`src/rtl/priority_encoder_4x2_pkg.sv`:
```
// ----------------------------------------------------------------------------
// encoder_pkg
//
// Shared definitions for the registered 4-to-2 priority encoder and its
// combinational priority picker.
//
// Contents:
//   CODE_W         - width of the encoded request index (2)
//   N_REQ          - number of request lines (4)
//   enc_state_t    - issue FSM states: IDLE (no code out), PRESENT (code held)
//   code_to_onehot - expands an encoded index into a one-hot request mask
// ----------------------------------------------------------------------------
package encoder_pkg;

  localparam int CODE_W = 2;
  localparam int N_REQ  = 4;

  // IDLE: nothing presented, waiting for a pending request to issue.
  // PRESENT: a code is on A with valid high, waiting for ready.
  typedef enum logic [0:0] {
    IDLE    = 1'b0,
    PRESENT = 1'b1
  } enc_state_t;

  // Turns the served index into the mask of the pending bit it retires.
  function automatic logic [N_REQ-1:0] code_to_onehot(input logic [CODE_W-1:0] code);
    logic [N_REQ-1:0] one;
    one = {{(N_REQ-1){1'b0}}, 1'b1};
    return one << code;
  endfunction

endpackage : encoder_pkg

```
`src/rtl/priority_encoder_4x2_if.sv`:
```
// ----------------------------------------------------------------------------
// priority_encoder_4x2_if
//
// Request/handshake bundle between the request sources plus code consumer
// (master side) and the priority encoder (slave side).
//
// Signals:
//   E       - enable; gates request capture and issue of a new code
//   D       - request lines, multi-hot, level-sampled every cycle
//   ready   - consumer accepts the presented code when high with valid
//   A       - encoded index of the request being served
//   valid   - A holds a code awaiting acceptance
//   pending - captured, not-yet-served requests
//
// Modports:
//   master - environment: drives E, D, ready; observes A, valid, pending
//   slave  - encoder: observes E, D, ready; drives A, valid, pending
// ----------------------------------------------------------------------------
interface priority_encoder_4x2_if;
  import encoder_pkg::*;

  logic              E;
  logic [N_REQ-1:0]  D;
  logic              ready;
  logic [CODE_W-1:0] A;
  logic              valid;
  logic [N_REQ-1:0]  pending;

  modport master (
    output E,
    output D,
    output ready,
    input  A,
    input  valid,
    input  pending
  );

  modport slave (
    input  E,
    input  D,
    input  ready,
    output A,
    output valid,
    output pending
  );

endinterface : priority_encoder_4x2_if

```
`src/rtl/priority_encoder_4x2_prio_pick4.sv`:
```
// ----------------------------------------------------------------------------
// prio_pick4
//
// Purely combinational priority pick over four request bits.
//
// Parameters:
//   HIGH_FIRST - 1: highest set index wins; 0: lowest set index wins
// Ports:
//   req [3:0] in  - request vector to pick from
//   idx [1:0] out - index of the winning request (0 when req is empty)
//   any       out - at least one request bit is set
//
// idx is only meaningful while any is high; callers must gate on any so
// that an empty vector never turns into an issued code.
// ----------------------------------------------------------------------------
module prio_pick4
  import encoder_pkg::*;
#(
  parameter bit HIGH_FIRST = 1'b1
) (
  input  logic [N_REQ-1:0]  req,
  output logic [CODE_W-1:0] idx,
  output logic              any
);

  // The scan direction is chosen so that the winning bit is the last one
  // visited: ascending for high-first, descending for low-first. Later
  // hits overwrite earlier ones, which leaves the priority winner in idx.
  always_comb begin
    idx = '0;
    any = |req;
    if (HIGH_FIRST) begin
      for (int i = 0; i < N_REQ; i++) begin
        if (req[i]) begin
          idx = CODE_W'(i);
        end
      end
    end else begin
      for (int i = N_REQ - 1; i >= 0; i--) begin
        if (req[i]) begin
          idx = CODE_W'(i);
        end
      end
    end
  end

endmodule : prio_pick4

```
`src/rtl/priority_encoder_4x2.sv`:
```
// ----------------------------------------------------------------------------
// priority_encoder_4x2
//
// Registered 4-to-2 priority encoder with request latching and a
// valid/ready output handshake. Requests on D are accumulated into a
// pending register and served one at a time: the priority winner of
// pending is presented as A with valid, and held until the consumer
// raises ready. Accepting retires that pending bit, and the FSM spends one
// cycle in IDLE before the next code, so at most one code every 2 cycles.
//
// Parameters:
//   HIGH_FIRST - 1: bit 3 has highest priority; 0: bit 0 has highest
// Ports:
//   clk   in  - single clock, all state updates on the rising edge
//   rst_n in  - synchronous active-low reset
//   bus       - priority_encoder_4x2_if.slave (E, D, ready in;
//               A, valid, pending out)
//
// Timing: D sampled at edge k is in pending after edge k; an idle encoder
// raises valid with A after edge k+1. valid and A are registered and never
// depend combinationally on ready, so the consumer may derive ready from
// valid/A without creating a loop.
// ----------------------------------------------------------------------------
module priority_encoder_4x2
  import encoder_pkg::*;
#(
  parameter bit HIGH_FIRST = 1'b1
) (
  input logic                  clk,
  input logic                  rst_n,
  priority_encoder_4x2_if.slave bus
);

  enc_state_t        state_q;
  logic [CODE_W-1:0] a_q;
  logic              valid_q;
  logic [N_REQ-1:0]  pending_q;

  logic [CODE_W-1:0] pick_idx;
  logic              pick_any;
  logic              accept;
  logic [N_REQ-1:0]  clr;
  logic [N_REQ-1:0]  pending_next;

  // The issue decision looks at the registered pending set, so a request
  // captured at edge k can be issued no earlier than edge k+1.
  prio_pick4 #(
    .HIGH_FIRST (HIGH_FIRST)
  ) u_pick (
    .req (pending_q),
    .idx (pick_idx),
    .any (pick_any)
  );

  assign accept = valid_q & bus.ready;
  assign clr    = accept ? code_to_onehot(a_q) : '0;

  // Clear is applied before the new requests are OR-ed in, so a request
  // for the code being accepted in the same cycle keeps its pending bit
  // set and is served again later. With E low, D is ignored but an
  // accepted code is still retired.
  always_comb begin
    pending_next = pending_q & ~clr;
    if (bus.E) begin
      pending_next = pending_next | bus.D;
    end
  end

  always_ff @(posedge clk) begin
    if (!rst_n) begin
      pending_q <= '0;
    end else begin
      pending_q <= pending_next;
    end
  end

  // Issue FSM. In PRESENT, A and valid are frozen regardless of E, D or
  // pending changes: a higher-priority arrival never preempts the code on
  // the bus. Leaving PRESENT always passes through IDLE, which is the
  // one-cycle valid-low bubble between consecutive codes. Reset drops a
  // code in flight without any handshake.
  always_ff @(posedge clk) begin
    if (!rst_n) begin
      state_q <= IDLE;
      a_q     <= '0;
      valid_q <= 1'b0;
    end else begin
      case (state_q)
        IDLE: begin
          if (bus.E && pick_any) begin
            a_q     <= pick_idx;
            valid_q <= 1'b1;
            state_q <= PRESENT;
          end
        end
        PRESENT: begin
          if (bus.ready) begin
            valid_q <= 1'b0;
            state_q <= IDLE;
          end
        end
        default: begin
          valid_q <= 1'b0;
          state_q <= IDLE;
        end
      endcase
    end
  end

  assign bus.A       = a_q;
  assign bus.valid   = valid_q;
  assign bus.pending = pending_q;

  // A presented code stays put until it is accepted.
  property p_hold_until_ready;
    @(posedge clk) disable iff (!rst_n)
      (valid_q && !bus.ready) |=> (valid_q && $stable(a_q));
  endproperty
  a_hold_until_ready : assert property (p_hold_until_ready);

  // Every accept is followed by at least one valid-low cycle.
  property p_bubble_after_accept;
    @(posedge clk) disable iff (!rst_n)
      accept |=> !valid_q;
  endproperty
  a_bubble_after_accept : assert property (p_bubble_after_accept);

  // valid is the registered image of the PRESENT state.
  property p_valid_matches_state;
    @(posedge clk) disable iff (!rst_n)
      valid_q == (state_q == PRESENT);
  endproperty
  a_valid_matches_state : assert property (p_valid_matches_state);

  // An empty pending set never issues a code.
  property p_no_empty_issue;
    @(posedge clk) disable iff (!rst_n)
      (!valid_q && pending_q == '0) |=> !valid_q;
  endproperty
  a_no_empty_issue : assert property (p_no_empty_issue);

endmodule : priority_encoder_4x2

```
`src/flat_wrapper.sv`:
```
// flat-port wrapper written by rule: the top's interface ports become plain ports
module priority_encoder_4x2_flat import encoder_pkg::*;
#(
  parameter bit HIGH_FIRST = 1'b1
)
  (clk, rst_n, bus_E, bus_D, bus_ready, bus_A, bus_valid, bus_pending);
  priority_encoder_4x2_if bus_i ();
  input logic clk;
  input logic rst_n;
  input wire logic [$bits(bus_i.E)-1:0] bus_E;
  input wire logic [$bits(bus_i.D)-1:0] bus_D;
  input wire logic [$bits(bus_i.ready)-1:0] bus_ready;
  output wire logic [$bits(bus_i.A)-1:0] bus_A;
  output wire logic [$bits(bus_i.valid)-1:0] bus_valid;
  output wire logic [$bits(bus_i.pending)-1:0] bus_pending;
  assign bus_i.E = bus_E;
  assign bus_i.D = bus_D;
  assign bus_i.ready = bus_ready;
  assign bus_A = bus_i.A;
  assign bus_valid = bus_i.valid;
  assign bus_pending = bus_i.pending;
  priority_encoder_4x2 #(.HIGH_FIRST(HIGH_FIRST)) u_core (.clk(clk), .rst_n(rst_n), .bus(bus_i));
endmodule
```
`config.mk`:
```
export PLATFORM = sky130hd
export DESIGN_NAME = priority_encoder_4x2_flat
export DESIGN_NICKNAME = d
export VERILOG_FILES = /design/src/rtl/priority_encoder_4x2_pkg.sv /design/src/rtl/priority_encoder_4x2_if.sv /design/src/rtl/priority_encoder_4x2_prio_pick4.sv /design/src/rtl/priority_encoder_4x2.sv /design/src/flat_wrapper.sv
export SDC_FILE = /design/constraint.sdc
export NUM_CORES = 1
export LEC_CHECK = 0
export ABC_AREA = 1
export CAP_MARGIN = 20
export CORE_AREA = 8 8 45 47
export DETAILED_ROUTE_END_ITERATION = 6
export DIE_AREA = 0 0 53 55
export PLACE_DENSITY = 0.66
export SLEW_MARGIN = 0
export SYNTH_ARGS = -nofsm -noshare
export SYNTH_HDL_FRONTEND = slang
export SYNTH_SLANG_ARGS = --single-unit
```
`constraint.sdc`:
```
create_clock -name clk -period 0.8 [get_ports clk]
set_input_delay 0.16 -clock clk [delete_from_list [all_inputs] [get_ports clk]]
set_output_delay 0.16 -clock clk [all_outputs]
set_load 0.005 [all_outputs]
```
==> run summary, run 1 <==
sequential area share after synthesis = 0.459
FP Rows = 14
CTS Buf Count = 3
WS Path Type = flip-flop to flip-flop
# nets final = 86
Fmax = 1090 MHz
first-pass GRT wire length = 1790 um
share of cells above drive strength 1 = 0.539
iteration-0 DRC count of the detailed router = 4
PnR worst setup slack = -0.115 ns
CP Max Fanout = 4
post-synth top area cell = dfxtp_1
CTS clk-pin slew, worst paths = 0.06 ns
DRT Pass-1 Iters = 4
CP cell instances = buf_6, nor2_4, nand2_2, nand2_4, nand2_2, nand2_1, nor2_1
post-synthesis cell count = 49
I/O Pins = 15
Max-Slew Margin vs Limit = 0.835
switching part of the total = 0.282
port bufs = 14
Seq pwr share = 0.422
CTS tree = yes
clock sinks = 8
Cell Int Power = 780 uW
outcome = complete, but fails checks
DIE AREA = 2920 um2
Die H = 55 um
Hold Path Class = input port to flip-flop
Max IR drop VDD = 1040 uV
Crit path max-delay family = simple AND/OR/NAND/NOR gates
average size of a mapped cell = 7.12 um2
Tcrit/Tclk final = 1.14
min Tclk post-route = 0.915 ns
pre-CTS setup slack = -0.308 ns
routed vias/inst = 4.55
failing checks = negative setup slack
fillers = 146
Post-Syn Area = 349 um2
Comb power frac = 0.292
Diodes inserted = 0
Max Cap Viol = 0
CP bufs+invs = 1
clock share of power = 0.286
share of the synthesized area in the top cell type = 0.459
Die Span X = 53 um
CP arrival = 1.06 ns
post-synthesis register bit count = 8
clock latency at the later pin of the worst-skew pair = 0.25 ns
total count of hold-check failures in the final report = 0
post-synthesis cell type count = 12
vias in the first global route = 442
Worst Skew = 0.000281 ns
Final setup viols = 15
Total GRT Usage = 0.0837
DR WL/cell = 11.8 um
crit end category = flip-flop
setup bufs post-CTS = 0
via count = 419
Root Buffer = clkbuf_4
Initial Util = 0.252
Final Power = 1.09 mW
post-route ant nets = 0
H-Tree Depth = 1
final WL = 1090 um
Area contributors post-synth = dfxtp_1 (46%), nand2_1 (13%), a21oi_1 (10%)
critical path's most frequent cell = nand2_2
Synth warnings = 0
Post-Syn Nets = 57
core region area = 1380 um2
CTS Hold Bufs = 0
initial antenna violation count = 0
Critical Path Start Type = flip-flop
P_leak = 0.305 nW
CP required = 0.95 ns
worst slew pin tran = 0.248 ns
Clock Path Buffers = 2
sw power = 306 uW
CP max stage delay = 0.32 ns
largest net degree at the start of global routing = 8
Worst path slowest cell = dfxtp_2
HPWL after DPL = 783 um
area delta synth->final = 85.3%
Slew Viols, Final = 0
RD Place Congestion = 0.873
power per cell area = 1680 nW/um2
total grt overflow = 0
RSZ-0062 raised after global routing = true
Residual DRC = 0
[per-stage QoR]
stage | cell area, um2 | TNS (ns) | hold slack (ns) | instances | util
floorplan | 354 | -0.0101 | 0.280 | 49 | -
global placement | 589 | -3.39 | 0.455 | 89 | 0.426
detailed placement | 589 | -3.49 | 0.464 | 89 | 0.426
CTS | 631 | -0.833 | 0.389 | 92 | 0.456
global route | 647 | -1.31 | 0.456 | 92 | 0.467
finish | 647 | -0.784 | 0.412 | 92 | 0.467
[repair_timing]
action | CTS | global route
resized for setup | 49 | 4
pin swaps | 10 | 5
endpoints found under the setup margin | 15 | 15
[worst paths after layout]
kind,slack [ns],from,depth (start not counted),end
max,-0.11,u_core.bus.pending[1],7,u_core.bus.A[0]
min,0.41,bus_ready,4,u_core.state_q
max reg2reg,-0.11,u_core.bus.pending[1],7,u_core.bus.A[0]
min reg2reg,0.47,u_core.state_q,2,u_core.state_q
[power by group through the flow]
stage                     registers (mW)  logic [mW]  clock network (mW)
after floorplan                    0.472      0.0999                   0
after global placement             0.458       0.286                   0
after detailed placement           0.459       0.288                   0
after CTS                          0.457       0.304               0.318
after global routing               0.462       0.347               0.338
final                              0.458       0.317               0.310
[synth_stat cells, drive strengths merged]
cell	instances
nand2	15
dfxtp	8
a21oi	7
o21ai	7
inv	6
nor2	4
clkinv	1
o21bai	1
[worst min-delay path: cells and delay by family]
kind	cells	cell delay, ns
buf+inv	2	0.34
compound gates	1	0.05
simple gates	1	0.06
[cells in the final DEF (no fill, tap or decap), drive strengths merged]
cell type       n
buf            17
nand2          15
dfxtp           8
a21oi           7
o21ai           7
clkdlybuf4s50   6
inv             6
nor2            4
clkbuf          3
clkinv          1
o21bai          1
dlygate4sd2     1
[kinds of logic after synthesis]
| family | Yosys count | synth area share |
|---|---|---|
| buffers and inverters | 7 | 0.0788 |
| flip-flops | 8 | 0.459 |
| AO/OA/AOI/OAI | 15 | 0.222 |
| AND/OR/NAND/NOR | 19 | 0.240 |
[flip-flops by register name, summed over array words and instances (netlist names)]
name,flops
u_core.state_q,1
u_core.bus.pending,4
u_core.bus.valid,1
u_core.bus.A,2
[area by class of cell]
type / instances / area [um2] / area share
Inverter: 7 / 32.5 / 0.0503
Multi-Input combinational cell: 34 / 199 / 0.308
Sequential cell: 8 / 169 / 0.261
Timing Repair Buffer: 24 / 204 / 0.315
Tap cell: 16 / 20.0 / 0.0309
Clock buffer: 3 / 22.5 / 0.0348
[per-layer routing]
layer | share of wire | global-route usage | wire length, um | up-vias
met1 | 0.41 | 0.0807 | 441 | 193
met2 | 0.52 | 0.145 | 562 | 12
met5 | 0 | 0 | 0 | -
met4 | 0.0074 | 0.0517 | 8 | 0
met3 | 0.068 | 0.0374 | 74 | 2
li1 | - | - | - | 212
(Power assumes the default switching activity.)
==> run 2: changes to the inputs <==
PLACE_DENSITY = 0.64   (was 0.66)
clock period = 1.1 ns   (was 0.8 ns; I/O delays follow)
==> run summary, run 2 (same netlist as run 1, synthesis figures left out) <==
Root Buffer = clkbuf_4
routed vias/inst = 4.45 (-2.3%)
clock latency at the later pin of the worst-skew pair = 0.25 ns (about the same)
placed cells = 86 (-3.4%)
Diodes inserted = 0 (unchanged)
H-Tree Depth = 1 (unchanged)
outcome = finished clean
Core Util, Final = 0.417 (-0.0506)
Die H = 55 um (unchanged)
FF-to-FF path depth = 7 (unchanged)
initial antenna violation count = 0 (unchanged)
Sum Neg Setup Slack = 0 ns (+0.784 ns)
HPWL after DPL = 738 um (-5.7%)
DIE AREA = 2920 um2 (unchanged)
worst slew pin tran = 0.206 ns (-0.0414 ns)
vias in the first global route = 401 (-9.3%)
CP required = 0.88 ns (-0.07 ns)
first-pass GRT wire length = 1500 um (-16%)
port bufs = 14 (unchanged)
DRT Pass-1 Iters = 4 (unchanged)
met3 Use GR = 0.0267 (-0.0107)
met2 Use GR = 0.113 (-0.0313)
via count = 396 (-5.5%)
Hold EP = u_core.state_q
Crit path max-delay family = flip-flops
reg-to-reg slack, setup = 0.10 ns (+0.21 ns)
Clock Path Buffers = 2 (unchanged)
CP Max Fanout = 3 (-1)
CTS Buf Count = 3 (unchanged)
Total GRT Usage = 0.0700 (-0.0137)
Fmax = 959 MHz
Final Power = 724 uW (-33%)
largest net degree at the start of global routing = 8 (unchanged)
CTS tree = yes
Worst Skew = 0.000640 ns (+0.000359 ns)
Residual DRC = 0 (unchanged)
# nets final = 83 (-3.5%)
DR WL/cell = 10.3 um (-13%)
setup bufs post-CTS = 0 (unchanged)
FP Rows = 14 (unchanged)
reg-to-reg startpoint = u_core.bus.pending[1]
CP bufs+invs = 1 (unchanged)
grt met1 use = 0.0685 (-0.0122)
CP arrival = 0.82 ns (-0.24 ns)
Hold Path Class = flip-flop to flip-flop
Critical Path Start Type = flip-flop
Final setup viols = 0 (-15)
Die Span X = 53 um (unchanged)
Worst Min Path Start = u_core.state_q
Initial Util = 0.252 (unchanged)
core region area = 1380 um2 (unchanged)
total grt overflow = 0 (unchanged)
hold_ws = 0.475 ns (+0.0624 ns)
crit end category = output pin
iteration-0 DRC count of the detailed router = 5 (+1)
WS Path Type = flip-flop to output pin
share of cells above drive strength 1 = 0.219 (-0.320)
post-route ant nets = 0 (unchanged)
r2r endpoint = u_core.bus.A[0]
power per cell area = 1250 nW/um2 (-25%)
area of the multi-input gates = 161 um2 (-19%)
Max Cap Viol = 0 (unchanged)
non-filler cells, final = 89 (-3.3%)
final WL = 916 um (-16%)
CP cell instances = dlygate4sd2_1
most used routing layer = met2
Max IR drop VDD = 577 uV (-44%)
area delta synth->final = 65.2%
min Tclk post-route = 1.04 ns
Worst path slowest cell = dfxtp_2
fillers = 147 (+0.68%)
worst hold stages = 2 (-2)
RD Place Congestion = 0.853 (-2.3%)
CP max stage delay = 0.32 ns (about the same)
I/O Pins = 15 (unchanged)
RSZ-0062 raised after global routing = false
FF/Latch Area = 161 um2 (-4.4%)
Tcrit/Tclk final = 0.948
total count of hold-check failures in the final report = 0 (unchanged)
CTS Hold Bufs = 0 (unchanged)
P_leak = 0.281 nW (-7.6%)
CTS clk-pin slew, worst paths = 0.05 ns (about the same)
clock sinks = 8 (unchanged)
Largest register FFs = 4 (unchanged)
Slew Viols, Final = 0 (unchanged)
Max-Slew Margin vs Limit = 0.862 (+0.0276)
commonest non-fill, non-tap cell in the layout = nand2_1
## run 2: cell types whose count changed in the layout (fill, tap and decap cells not counted), sizes merged
cell,change
buf,-10
clkdlybuf4s50,+1
dlygate4sd2,+6
## run 2: through the flow
stage               area, um2  setup slack [ns]
global route              577            0.0209
detailed placement        562           -0.0682
floorplan                 349             0.266
finish                    577            0.0575
global placement          562           -0.0708
CTS                       577            0.0422
## run 2: worst min-delay path, delay by kind of cell (launching register included)
family	cells	cell delay, ns
simple gates	1	0.06
compound gates	1	0.06
flops	1	0.31
## run 2: routing by layer
layer,routed length (um),share of wire
met1,393,0.43
met2,442,0.48
met3,49,0.053
met4,30,0.033
met5,0,0
## run 2: repair_timing
action,in CTS,in global routing
endpoints found under the setup margin,7,0
resized for setup,8,0
endpoints found under the hold margin,0,0
## run 2: final cells by class
cell class | instances | share of cell area
timing repair buffer | 21 | 0.319
sequential | 8 | 0.280
multi-input combinational | 34 | 0.280
inverter | 7 | 0.0477
clock buffer | 3 | 0.0390
tap | 16 | 0.0347
## run 2: worst max path at each step
stage                               start              end  depth (start not counted)
floorplan           u_core.bus.pending[1]  u_core.bus.A[0]                          6
global placement                    bus_E  u_core.bus.A[0]                          6
detailed placement                  bus_E  u_core.bus.A[0]                          6
CTS                 u_core.bus.pending[0]   bus_pending[0]                          1
global route              u_core.bus.A[0]         bus_A[0]                          1
finish              u_core.bus.pending[0]   bus_pending[0]                          1
## run 2: where the power goes
| group | leakage, nW | internal (mW) | switching, mW |
|---|---|---|---|
| Clock | 0.0138 | 0.125 | 0.0944 |
| Combinational | 0.201 | 0.0962 | 0.0827 |
| Sequential | 0.0665 | 0.315 | 0.0111 |
| Total | 0.281 | 0.536 | 0.188 |
